`config.mk`:
```
export PLATFORM = sky130hd
export DESIGN_NAME = ifetch_ctrl
export DESIGN_NICKNAME = d
export VERILOG_FILES = /design/src/rtl/ifetch_pkg.sv /design/src/rtl/ifetch_slot.sv /design/src/rtl/ifetch_ctrl.sv
export SDC_FILE = /design/constraint.sdc
export NUM_CORES = 1
export LEC_CHECK = 0
export BUFFER_PORTS_ARGS = -buffer_cell sky130_fd_sc_hd__clkbuf_2
export CAP_MARGIN = 20
export CORE_ASPECT_RATIO = 1.2
export CORE_MARGIN = 3
export CORE_UTILIZATION = 55
export DETAILED_ROUTE_END_ITERATION = 8
export GPL_TIMING_DRIVEN = 0
export PLACE_DENSITY_LB_ADDON = 0.1
export SLEW_MARGIN = 20
export SYNTH_ARGS = -nofsm -noshare
export SYNTH_HDL_FRONTEND = slang
export SYNTH_SLANG_ARGS = --single-unit
```
`constraint.sdc`:
```
create_clock -name clk -period 10.4 [get_ports clk]
set_clock_uncertainty 0.1 [all_clocks]
set_input_delay 1.04 -clock clk [delete_from_list [all_inputs] [get_ports clk]]
set_output_delay 1.04 -clock clk [all_outputs]
set_load 0.02 [all_outputs]
```
`src/rtl/ifetch_pkg.sv`:
```
// Shared types and constants for the instruction-fetch controller.
package ifetch_pkg;

    typedef enum logic [1:0] {
        BOOT      = 2'd0,
        REQ       = 2'd1,
        WAIT      = 2'd2,
        WAIT_DROP = 2'd3
    } ifetch_state_t;

    localparam logic [31:0] NOP_INSTR = 32'h0000_0013;

endpackage

```
`src/rtl/ifetch_slot.sv`:
```
// One-entry decode slot: holds the fetched instruction, its PC and PC+4,
// with load, drain (valid/ready) and flush.
module ifetch_slot
    import ifetch_pkg::*;
#(
    parameter int ADDRESS_WIDTH = 32,
    parameter int DATA_WIDTH    = 32
) (
    input  logic                     clk,
    input  logic                     rst,
    input  logic                     load,
    input  logic                     flush,
    input  logic                     ready,
    input  logic [DATA_WIDTH-1:0]    load_instr,
    input  logic [ADDRESS_WIDTH-1:0] load_pc,
    output logic                     valid,
    output logic [DATA_WIDTH-1:0]    instr,
    output logic [ADDRESS_WIDTH-1:0] pc,
    output logic [ADDRESS_WIDTH-1:0] pc_plus4
);

    logic                     valid_q, valid_d;
    logic [DATA_WIDTH-1:0]    instr_q, instr_d;
    logic [ADDRESS_WIDTH-1:0] pc_q, pc_d;
    logic [ADDRESS_WIDTH-1:0] pc_plus4_q, pc_plus4_d;

    // Flush wins over load, and a load in the same cycle as a drain keeps valid set.
    always_comb begin
        valid_d    = valid_q;
        instr_d    = instr_q;
        pc_d       = pc_q;
        pc_plus4_d = pc_plus4_q;
        if (flush) begin
            valid_d = 1'b0;
        end else if (load) begin
            valid_d    = 1'b1;
            instr_d    = load_instr;
            pc_d       = load_pc;
            pc_plus4_d = load_pc + ADDRESS_WIDTH'(4);
        end else if (valid_q && ready) begin
            valid_d = 1'b0;
        end
    end

    always_ff @(posedge clk or posedge rst) begin
        if (rst) begin
            valid_q    <= 1'b0;
            instr_q    <= DATA_WIDTH'(NOP_INSTR);
            pc_q       <= '0;
            pc_plus4_q <= ADDRESS_WIDTH'(4);
        end else begin
            valid_q    <= valid_d;
            instr_q    <= instr_d;
            pc_q       <= pc_d;
            pc_plus4_q <= pc_plus4_d;
        end
    end

    assign valid    = valid_q;
    assign instr    = instr_q;
    assign pc       = pc_q;
    assign pc_plus4 = pc_plus4_q;

endmodule

```
`src/rtl/ifetch_ctrl.sv`:
```
// Fetch-stage controller: owns the fetch PC, runs the single-outstanding
// req/gnt/rvalid imem protocol and handles redirects from execute.
module ifetch_ctrl
    import ifetch_pkg::*;
#(
    parameter int                         ADDRESS_WIDTH = 32,
    parameter int                         DATA_WIDTH    = 32,
    parameter logic [ADDRESS_WIDTH-1:0]   RESET_PC      = '0
) (
    input  logic                     clk,
    input  logic                     rst,
    output logic                     imem_req,
    output logic [ADDRESS_WIDTH-1:0] imem_addr,
    input  logic                     imem_gnt,
    input  logic                     imem_rvalid,
    input  logic [DATA_WIDTH-1:0]    imem_rdata,
    input  logic                     redirect_valid,
    input  logic [ADDRESS_WIDTH-1:0] redirect_pc,
    output logic                     id_valid,
    input  logic                     id_ready,
    output logic [DATA_WIDTH-1:0]    id_instr,
    output logic [ADDRESS_WIDTH-1:0] id_pc,
    output logic [ADDRESS_WIDTH-1:0] id_pc_plus4
);

    ifetch_state_t            state_q, state_d;
    logic [ADDRESS_WIDTH-1:0] fetch_pc_q, fetch_pc_d;
    logic                     granted;
    logic                     slot_load;

    // Only request when the slot is guaranteed free by the time the response lands.
    assign imem_req  = (state_q == REQ) && (!id_valid || id_ready);
    assign imem_addr = fetch_pc_q;
    assign granted   = imem_req && imem_gnt;

    always_comb begin
        state_d    = state_q;
        fetch_pc_d = fetch_pc_q;
        slot_load  = 1'b0;
        if (redirect_valid) begin
            // An ungranted request may change address; a granted one must be drained.
            fetch_pc_d = {redirect_pc[ADDRESS_WIDTH-1:2], 2'b00};
            case (state_q)
                BOOT:            state_d = REQ;
                REQ:             state_d = granted ? WAIT_DROP : REQ;
                WAIT, WAIT_DROP: state_d = imem_rvalid ? REQ : WAIT_DROP;
                default:         state_d = BOOT;
            endcase
        end else begin
            case (state_q)
                BOOT: state_d = REQ;
                REQ: begin
                    if (granted) state_d = WAIT;
                end
                WAIT: begin
                    if (imem_rvalid) begin
                        slot_load  = 1'b1;
                        fetch_pc_d = fetch_pc_q + ADDRESS_WIDTH'(4);
                        state_d    = REQ;
                    end
                end
                WAIT_DROP: begin
                    if (imem_rvalid) state_d = REQ;
                end
                default: state_d = BOOT;
            endcase
        end
    end

    always_ff @(posedge clk or posedge rst) begin
        if (rst) begin
            state_q    <= BOOT;
            fetch_pc_q <= RESET_PC;
        end else begin
            state_q    <= state_d;
            fetch_pc_q <= fetch_pc_d;
        end
    end

    ifetch_slot #(
        .ADDRESS_WIDTH (ADDRESS_WIDTH),
        .DATA_WIDTH    (DATA_WIDTH)
    ) u_slot (
        .clk        (clk),
        .rst        (rst),
        .load       (slot_load),
        .flush      (redirect_valid),
        .ready      (id_ready),
        .load_instr (imem_rdata),
        .load_pc    (fetch_pc_q),
        .valid      (id_valid),
        .instr      (id_instr),
        .pc         (id_pc),
        .pc_plus4   (id_pc_plus4)
    );

endmodule

```
# == Word-level counts from Yosys, hierarchy flattened ==
# Cells that the tools add are included.
# word_totals
wordCells,42
in_bits,70
reg_bits,131
# op_classes
eq_ne,5
bitwise_logic,1
n_addsub,1
muxes,16
n_reduce_logical,13
# ops
cell,n
2-to-1 mux 32 bit,3
"adder 32 x 3 -> 32 bit, second input constant",1
one-hot mux 2 bit (3 select lines),2
2-to-1 mux 2 bit,5
2-to-1 mux 1 bit,6
AND reduction 2 bit,3
"== test 2 bit, second input constant",2
nonzero test 2 bit,2
logical AND 1 bit,3
"!= test 3 x 1 -> 1 bit, second input constant",1
"!= test 3 bit, second input constant",1
nonzero test 3 bit,1
"== test 2 x 1 -> 1 bit, second input constant",1
logical NOT 2 bit,1
OR reduction 2 bit,1
logical NOT 1 bit,1
logical OR 1 bit,1
NOT 1 bit,1

# == Depth between registers and ports, before layout ==
# Gate-level depths: netlist of the first run.
# logic_depth
word_depth,7
depth_mapped,7

# == Modules after synthesis ==
# Synthesis of the first run repeated with hierarchy kept, for this count alone.
# hier_totals
hier_cells,684
hier_area_um2,6083.3
# modules_own_cells
mod,cells_each,area_each_um2,n_inst,seq_area_each_um2
ifetch_slot,468,4181.5,1,2382.3
ifetch_ctrl,216,1901.8,1,800.8

# == Least setup slack after synthesis of the first run ==
# No wires, ideal clock.
# synth_timing
kind,input port to output port
from,input port id_ready
to,output port imem_req
path_slack_ns,7.608
path_stages,2
path_buffers,0
arrival_time_ns,1.652
path_cell_list,nor2b_1 nor3b_1
# synth_between
elab_chain_len,2
# synth_lines
element,line_no,source
start: declaration,ifetch_ctrl.sv:20,"input logic id_ready,"
logical OR 1 bit,ifetch_ctrl.sv:32,assign imem_req = (state_q == REQ) && (!id_valid || id_ready);
logical AND 1 bit,ifetch_ctrl.sv:32,
end: declaration,ifetch_ctrl.sv:12,"output logic imem_req,"
# No other way between the ends.

# == Worst setup path after layout of the first run ==
# Same ends and word-level chain as after synthesis.

==> results of run 1 <==
## worst min-delay path by stage
stage | end | depth (start not counted)
6_report | u_slot.instr[1] | 2
3_3_place_gp | u_slot.instr[1] | 2
3_5_place_dp | u_slot.instr[0] | 2
2_1_floorplan | u_slot.instr[0] | 2
5_1_grt | u_slot.instr[0] | 2
4_1_cts | u_slot.instr[0] | 2
## cells in the mapped netlist (5+ instances only)
master	number
nand3_1	20
dfrtp_1	121
xor2_1	6
nor2_1	34
or3_1	12
clkbuf_1	32
a31oi_1	22
o21ai_0	37
nor3_1	11
nand4_1	11
buf_4	6
nor4_1	6
o31ai_1	11
buf_2	14
or4_1	17
o41ai_1	5
xnor2_1	17
nand2_1	231
o211ai_1	7
## layout make-up
cell class	count	area [µm²]
buffer	57	256
clock buffer	18	429
clock inverter	14	145
fill	777	2610
inverter	4	20.0
multi-input combinational	494	2530
sequential	125	3130
tap	126	158
timing repair buffer	192	983
## power by group through the flow
| stage | clock [mW] | sequential, mW | combinational [mW] |
|---|---|---|---|
| 2_1_floorplan | 0 | 0.921 | 0.170 |
| 3_3_place_gp | 0 | 0.740 | 0.574 |
| 3_5_place_dp | 0 | 0.749 | 0.588 |
| 4_1_cts | 0.576 | 0.742 | 0.593 |
| 5_1_grt | 0.599 | 0.762 | 0.643 |
| 6_report | 0.571 | 0.744 | 0.587 |
## state kept, by name, indices dropped and copies added, names as in the netlist
register,count
u_slot.pc,30
u_slot.instr,32
u_slot.valid,1
imem_addr,30
u_slot.pc_plus4,30
state_q,2
## worst reg2reg max path, delay by kind of cell (launching register included)
| family | cells | cell delay [ns] |
|---|---|---|
| AO/OA/AOI/OAI | 2 | 0.56 |
| AND/OR/NAND/NOR | 2 | 0.82 |
| buffers and inverters | 1 | 0.23 |
| adder cells (fa/ha/maj) | 1 | 0.33 |
| flip-flops | 1 | 0.54 |
## routing by layer
metal | vias to the layer above | global-route usage
met2 | 291 | 0.516
met1 | 2799 | 0.405
met5 | - | 0
met3 | 35 | 0.0686
met4 | 0 | 0.117
li1 | 2725 | -
## per-stage QoR
stage	instance area [µm²]	instances	util
after detailed placement	7080	998	0.690
after global routing	7650	1030	0.746
after CTS	7650	1030	0.746
after global placement	7050	997	0.687
after floorplan	5930	680	-
final	7650	1030	0.746
## kinds of logic after synthesis
kind of cell               Yosys count
AOI/OAI and AO/OA                   92
buffers and inverters               61
adders and majority gates            1
DFF                                125
and+or+nand+nor                    371
other                                1
muxes                                1
xor gates and xnor gates            23
==> reports/metrics.cfg, run 1 <==
[finish]
final_nets=962
final_common_cell=nand2_1
layout_common_cells=231 x nand2_1, 193 x clkbuf_2, 121 x dfrtp_1
drive_above_1_share=0.287
antenna_cells=0
area_delta_synth_final_pct=29.4

[sta]
rsz0062_at_grt=false
setup_ws_ns=7.65
setup_tns_ns=0
period_needed_ns=2.75
slew_headroom=0.549
tightest_slew_ns=0.670
drv_slew=0
fmax_ghz=0.363
setup_viol=0
hold_slack_ns=0.354
hold_violations=0
finalCritPeriodShare=0.265

[min_path]
holdCritStartpoint=u_slot.instr[1]
hold_class=reg2reg

[clock_network]
clkTransAtPathRegs_ns=0.06
cts_resized=0
clockRootBuffer=clkbuf_16
numCtsBuffers=17
cts_htree_levels=4
cts_buffer_depth=2
clock_latency_ns=0.41
postCtsHoldBufs=0
postCtsSetupBuffers=0
clkSinkCount=125
tritoncts=done

[die]
die_x_um=101
ios=200
core_area_mm2=0.0103
die_y_um=120
num_rows=40
die-area_mm2=0.0120
initial_utilization=0.576

[critical_path]
worstSetupStartpoint=id_ready
path_buf_inv=2
crit_type=in2out
crit_required_ns=9.26
worstSetupEndpointType=output pin
path_common_cell=clkbuf_2
cp_num_cells=4
r2r_slack_ns=7.71
critPathSlowestCell=nor3b_1
reg2reg_from=imem_addr[2]
cp_top_family=buffers and inverters
r2r-end=imem_addr[30]
cp_max_fo=2
ff2ff_path_depth=6
crit_path_max_incr_delay_ns=0.24
crit_chain=clkbuf_2 -> nor2b_1 -> nor3b_1 -> clkbuf_2
endpoint=imem_req
crit_arrival_ns=1.61
startpoint_type=input pin

[global_route]
grt_antenna_before_repair=0
grt-ovfl-total=0
grt_max_degree=66
track_usage=0.314
first_global_vias=5830
grt_pass1_wl_mm=29.6

[place]
place.gp.congestion=0.903
dp.final_hpwl_mm=13.4
place_ws_ns=7.23
numPortBuffers=191

[drt]
wl_per_cell_um=17.8
routed.top_layer=met4
wl_met2_mm=9.11
drt_first_pass_iters=5
wirelength_mm=18.3
drt_iter0_drc=477
routed_via_density=5.68
routedLengthMet1_mm=7.30
antenna_violating_nets_post_route=0
met3_length_mm=1.50
vias=5850
drc=0

[synth]
synth_mux_area_frac=0.00169
syn_inst=675
synthAdderAreaFrac=0.00212
yosysSeqAreaShare=0.530
synth_cell_type_count=47
synth_area_per_cell_um2=8.76
async_flop_share=1.00
synth_top_family_by_area=simple AND/OR/NAND/NOR gates
synth_flop_cell=dfrtp_1
synth_seq_cells=125
synth_edf_count=0
yosys_warnings=0
yosys.area.top_type=dfrtp_1
yosys.area_share.simple=0.288
synth.top_cells.by_area=dfrtp_1 51%, nand2_1 15%, o21ai_0 3.1%, xnor2_1 2.5%, a31oi_1 2.3%
synth_top_area_share=0.512
synth-compound-area-share=0.0975
synth_area_mm2=0.00591
synth_xor_area_frac=0.0341

[power_and_ir_drop]
power.switching_mw=0.716
switching_share=0.376
pwr-share-clk=0.300
leakage_nw=3.82
power.total_mw=1.90
p_comb_frac=0.309
power_frac_seq=0.391
p_int_mw=1.19
p_per_area_mw_per_mm2=249
peakVddDrop_uv=130

[run]
drv_cap=0

[outcome]
status=complete, no violations

No activity file was read; power rests on OpenSTA's default activity.
==> run 2: changes to the inputs <==
- CORE_UTILIZATION: 55 -> 51
- clock period: 10.4 -> 2.59 ns (I/O delays scaled with it)
==> run 2 against run 1 <==
Compared with the run above: largest power group unchanged; total power grew to 4.1 times the previous value; via count increased by 4.7%; critical path type is now reg2reg; sequential cell count unchanged; final area rose by 9.3%; critical path depth is 2 higher; wire length grew 5.6%; critical endpoint is now imem_addr[30]; worst setup slack lost 7.5 ns; first-iteration DRC count is 29% higher; count of clock-buffer cells in the layout is 8 higher; non-clock buffer count grew 62; combinational power grew to 4.2 times the previous value; utilization rose by 0.14 points.
==> reports/metrics.cfg, run 2 (synthesis results as in run 1) <==
[clock_network]
tritoncts=done  ; unchanged
clock_latency_ns=0.41  ; about the same
clkSinkCount=125  ; unchanged
clkTransAtPathRegs_ns=0.06  ; about the same
clockRootBuffer=clkbuf_16  ; unchanged
numCtsBuffers=17  ; unchanged
postCtsSetupBuffers=0  ; unchanged
cts_htree_levels=4  ; unchanged
cts_buffer_depth=2  ; unchanged

[drt]
drc=0  ; unchanged
drt_first_pass_iters=6  ; was 5
vias=6123  ; was 5850
routed_via_density=5.47  ; was 5.68
antenna_violating_nets_post_route=0  ; unchanged
drt_iter0_drc=617  ; was 477
wirelength_mm=19.4  ; was 18.3 mm
wl_per_cell_um=17.3  ; was 17.8 µm

[die]
ios=200  ; unchanged
die_y_um=124  ; was 120 µm
core_area_mm2=0.0112  ; was 0.0103 mm²
initial_utilization=0.528  ; was 0.576
die_x_um=104  ; was 101 µm
num_rows=42  ; was 40
die-area_mm2=0.0129  ; was 0.0120 mm²

[finish]
utilization=0.747  ; was 0.746
final_nets=1024  ; was 962
design_area_mm2=0.00836  ; was 0.00765 mm²
layout_common_cells=231 x nand2_1, 194 x clkbuf_2, 119 x dfrtp_1  ; was 231 x nand2_1, 193 x clkbuf_2, 121 x dfrtp_1
largest_reg_flops=32  ; unchanged
num-fill-cells=847  ; was 777
area_delta_synth_final_pct=41.5  ; was 29.4%
antenna_cells=0  ; unchanged
final_common_cell=nand2_1  ; unchanged
drive_above_1_share=0.271  ; was 0.287

[power_and_ir_drop]
switching_share=0.362  ; was 0.376
power.total_mw=7.89  ; was 1.90 mW
peakVddDrop_uv=435  ; was 130 µV
p_int_mw=5.04  ; was 1.19 mW
p_per_area_mw_per_mm2=943  ; was 249 mW/mm²
power_frac_seq=0.380  ; was 0.391
p_comb_frac=0.310  ; was 0.309
pwr-share-clk=0.310  ; was 0.300
leakage_nw=4.10  ; was 3.82 nW
power.switching_mw=2.85  ; was 0.716 mW

[run]
drv_cap=0  ; unchanged

[min_path]
hold_class=in2reg  ; was reg2reg
whs_path_depth=3  ; was 2

[sta]
drv_slew=0  ; unchanged
hold_violations=0  ; unchanged
setup_ws_ns=0.104  ; was 7.65 ns
setup_viol=0  ; unchanged
tightest_slew_ns=0.770  ; was 0.670 ns
finalCritPeriodShare=0.960
fmax_ghz=0.402
rsz0062_at_grt=false  ; unchanged
period_needed_ns=2.49
slew_headroom=0.482  ; was 0.549

[critical_path]
startpoint_type=flip-flop  ; was input pin
ff2ff_path_depth=6  ; unchanged
crit_type=reg2reg  ; was in2out
cp_max_fo=10  ; was 2
crit_required_ns=2.77  ; was 9.26 ns
worstSetupEndpointType=flip-flop  ; was output pin
crit_arrival_ns=2.67  ; was 1.61 ns

[global_route]
grt_max_degree=35  ; was 66
first_global_vias=6051  ; was 5830
track_usage=0.306  ; was 0.314
grt_pass1_wl_mm=31.0  ; was 29.6 mm
grt_antenna_before_repair=0  ; unchanged
grt-ovfl-total=0  ; unchanged

[outcome]
status=complete, no violations  ; unchanged

[place]
place.gp.congestion=0.869  ; was 0.903
dp.final_hpwl_mm=13.4  ; about the same
numPortBuffers=191  ; unchanged
place_area_mm2=0.00714  ; was 0.00708 mm²
place_ws_ns=-0.0318  ; was 7.23 ns

==> run 2: what timing repair did <==
action	4_1_cts	5_1_grt
resized for setup	2	4
hold buffers	60	0
hold endpoints to repair	85	0
endpoints found under the setup margin	1	12
==> run 2: worst paths after layout <==
| kind | startpoint | to | slack [ns] |
|---|---|---|---|
| worst min-delay path | redirect_pc[15] | imem_addr[15] | 0.01 |
| worst max-delay path | imem_addr[2] | imem_addr[30] | 0.10 |
| worst min register to register | u_slot.instr[0] | u_slot.instr[0] | 0.36 |
| max in group asynchronous | rst | u_slot.pc_plus4[29] | 1.17 |
| min in group asynchronous | rst | u_slot.instr[28] | 0.40 |
| worst max register to register | imem_addr[2] | imem_addr[30] | 0.10 |
==> run 2: layout make-up <==
cell class	instances	area, µm²	area share
Clock inverter	6	110	0.0132
Inverter	4	18.8	0.00224
Multi-Input combinational cell	494	2530	0.303
Timing Repair Buffer	254	1620	0.193
Tap cell	154	193	0.0230
Clock buffer	26	499	0.0597
Buffer	57	258	0.0308
Sequential cell	125	3140	0.375
==> run 2: routing by layer <==
layer	up-vias	global-route usage	wire length (µm)
met5	-	0	0
li1	2850	-	-
met2	327	0.523	9520
met1	2903	0.386	7830
met3	43	0.0653	1530
met4	0	0.116	471
==> run 2: worst max-delay path, cell delays in order, from the launching register on <==
cell and delay [ns]:
dfrtp_2 0.47, ha_2 0.25, nand3_2 0.18, or4_4 0.59, buf_2 0.20, o311a_1 0.29, a221o_1 0.26
==> run 2: power groups by stage <==
stage,clock network [mW],logic [mW],registers [mW]
final,2.44,2.45,3.00
after global routing,2.54,2.67,3.07
after CTS,2.46,2.45,2.98
after detailed placement,0,2.36,3.01
after global placement,0,2.31,2.97
after floorplan,0,0.684,3.70
==> run 2: through the flow <==
step | hold slack [ns] | cells | TNS (ns)
floorplan | 0.242 | 680 | 0
CTS | 0.00498 | 1120 | 0
finish | 0.0124 | 1120 | 0
global route | 0.0267 | 1120 | 0
global placement | 0.336 | 1025 | -4.92
detailed placement | 0.285 | 1028 | -0.0318
==> run 3: changes to the inputs <==
- PLACE_DENSITY: unset -> 0.81
- PLACE_DENSITY_LB_ADDON: 0.1 -> unset
==> run 3 against run 2 <==
Compared with the run above: critical path depth unchanged; wire length down 2.4%; final area down 0.15%; count of clock-buffer cells in the layout unchanged; sequential power about the same; register-to-register slack better by 0.03 ns; clock power down 5%; sequential share of layout area up 0.056 points; critical endpoint unchanged.
==> reports/metrics.cfg, run 3 (synthesis results as in run 1) <==
[place]
place_area_mm2=0.00717  ; was 0.00714 mm²
dp.final_hpwl_mm=13.0  ; was 13.4 mm
numPortBuffers=191  ; unchanged
place.gp.congestion=0.983  ; was 0.869
placed_cells=1029  ; was 1028

[drt]
antenna_violating_nets_post_route=0  ; unchanged
drc=0  ; unchanged
wl_per_cell_um=16.9  ; was 17.3 µm
wirelength_mm=18.9  ; was 19.4 mm
routed_via_density=5.40  ; was 5.47
drt_iter0_drc=580  ; was 617
vias=6053  ; was 6123
drt_first_pass_iters=7  ; was 6

[power_and_ir_drop]
p_int_mw=4.94  ; was 5.04 mW
peakVddDrop_uv=411  ; was 435 µV
pwr-share-clk=0.300  ; was 0.310
leakage_nw=4.11  ; was 4.10 nW
p_comb_frac=0.317  ; was 0.310
switching_share=0.366  ; was 0.362
power.switching_mw=2.85  ; about the same
power.total_mw=7.79  ; was 7.89 mW
p_per_area_mw_per_mm2=933  ; was 943 mW/mm²
power_frac_seq=0.384  ; was 0.380

[finish]
final_nets=1024  ; unchanged
area_delta_synth_final_pct=41.2  ; was 41.5%
layout_common_cells=231 x nand2_1, 194 x clkbuf_2, 119 x dfrtp_1  ; unchanged
largest_reg_flops=32  ; unchanged
fin_cells=1120  ; unchanged
final_common_cell=nand2_1  ; unchanged
antenna_cells=0  ; unchanged
utilization=0.746  ; was 0.747
drive_above_1_share=0.271  ; unchanged
design_area_mm2=0.00835  ; was 0.00836 mm²

[sta]
drv_slew=0  ; unchanged
hold_violations=0  ; unchanged
setup_viol=0  ; unchanged
fmax_ghz=0.407  ; was 0.402 GHz
rsz0062_at_grt=false  ; unchanged
finalCritPeriodShare=0.948  ; was 0.960
setup_tns_ns=0  ; unchanged
slew_headroom=0.559  ; was 0.482
tightest_slew_ns=0.655  ; was 0.770 ns
period_needed_ns=2.46  ; was 2.49 ns

[critical_path]
startpoint_type=flip-flop  ; unchanged
worstSetupEndpointType=flip-flop  ; unchanged
crit_type=reg2reg  ; unchanged
crit_required_ns=2.78  ; was 2.77 ns
crit_arrival_ns=2.65  ; was 2.67 ns
cp_max_fo=10  ; unchanged

[die]
core_area_mm2=0.0112  ; unchanged
initial_utilization=0.528  ; unchanged
die_y_um=124  ; unchanged
die-area_mm2=0.0129  ; unchanged
ios=200  ; unchanged
num_rows=42  ; unchanged
die_x_um=104  ; unchanged

[global_route]
grt-ovfl-total=0  ; unchanged
track_usage=0.297  ; was 0.306
grt_pass1_wl_mm=30.1  ; was 31.0 mm
grt_max_degree=34  ; was 35
first_global_vias=5963  ; was 6051
grt_antenna_before_repair=0  ; unchanged

[clock_network]
postCtsSetupBuffers=0  ; unchanged
cts_htree_levels=4  ; unchanged
tritoncts=done  ; unchanged
clock_latency_ns=0.41  ; about the same
cts_buffer_depth=2  ; unchanged
clkSinkCount=125  ; unchanged
clockRootBuffer=clkbuf_16  ; unchanged
clkTransAtPathRegs_ns=0.06  ; about the same
numCtsBuffers=17  ; unchanged

[run]
drv_cap=0  ; unchanged

[outcome]
status=complete, no violations  ; unchanged

[min_path]
hold_class=in2reg  ; unchanged

==> run 3: changes by cell type in the layout (fill, tap and decap cells not counted), sizes merged <==
cell / before / now
clkinv: 1 / 4
dlygate4sd3: 60 / 59
bufinv: 3 / 2
buf: 26 / 27
clkinvlp: 3 / 1
==> run 3: metrics by stage <==
stage | setup WS [ns] | hold WS [ns]
floorplan | 0.188 | 0.242
global placement | -0.0813 | 0.333
detailed placement | 0.0530 | 0.239
CTS | 0.0260 | 0.0115
global route | 0.0552 | 0.00738
finish | 0.134 | 0.0160
==> run 3: worst paths after layout <==
check / from / to / slack [ns] / cells past startpoint
hold reg to reg: u_slot.instr[0] / u_slot.instr[0] / 0.36 / 2
min in group asynchronous: rst / u_slot.pc[5] / 0.37 / 3
setup reg to reg: imem_addr[2] / imem_addr[30] / 0.13 / 6
setup / recovery: imem_addr[2] / imem_addr[30] / 0.13 / 6
max in group asynchronous: rst / u_slot.instr[4] / 1.19 / 5
hold / removal: id_ready / u_slot.valid / 0.02 / 4
==> run 3: cell type report <==
| class | instances | area, µm² |
|---|---|---|
| Sequential cell | 125 | 3140 |
| Fill cell | 835 | 2840 |
| Multi-Input combinational cell | 494 | 2530 |
| Timing Repair Buffer | 254 | 1630 |
| Clock buffer | 26 | 499 |
| Buffer | 57 | 258 |
| Tap cell | 154 | 193 |
| Clock inverter | 6 | 83.8 |
| Inverter | 4 | 18.8 |
==> run 3: layer usage <==
metal / share of wire / wire length [µm] / track usage
met1: 0.39 / 7390 / 0.358
met2: 0.49 / 9340 / 0.503
met3: 0.074 / 1410 / 0.0757
met4: 0.040 / 758 / 0.142
met5: 0 / 0 / 0
==> run 3: power by group through the flow <==
stage / clock [mW] / sequential [mW] / combinational (mW)
2_1_floorplan: 0 / 3.70 / 0.684
3_3_place_gp: 0 / 2.97 / 2.32
3_5_place_dp: 0 / 3.00 / 2.38
4_1_cts: 2.35 / 2.97 / 2.47
5_1_grt: 2.44 / 3.06 / 2.68
6_report: 2.33 / 2.99 / 2.47
==> run 3: critical path, stage by stage, from the launching register on <==
cell	delay, ns
dfrtp_2	0.45
ha_2	0.26
nand3_2	0.17
or4_1	0.59
buf_2	0.21
o311a_1	0.29
a221o_1	0.25
==> run 3: repair_timing <==
action / CTS / global route
hold buffers: 59 / 0
hold endpoints to repair: 80 / 0
resized for setup: 0 / 5
setup endpoints to repair: 0 / 14
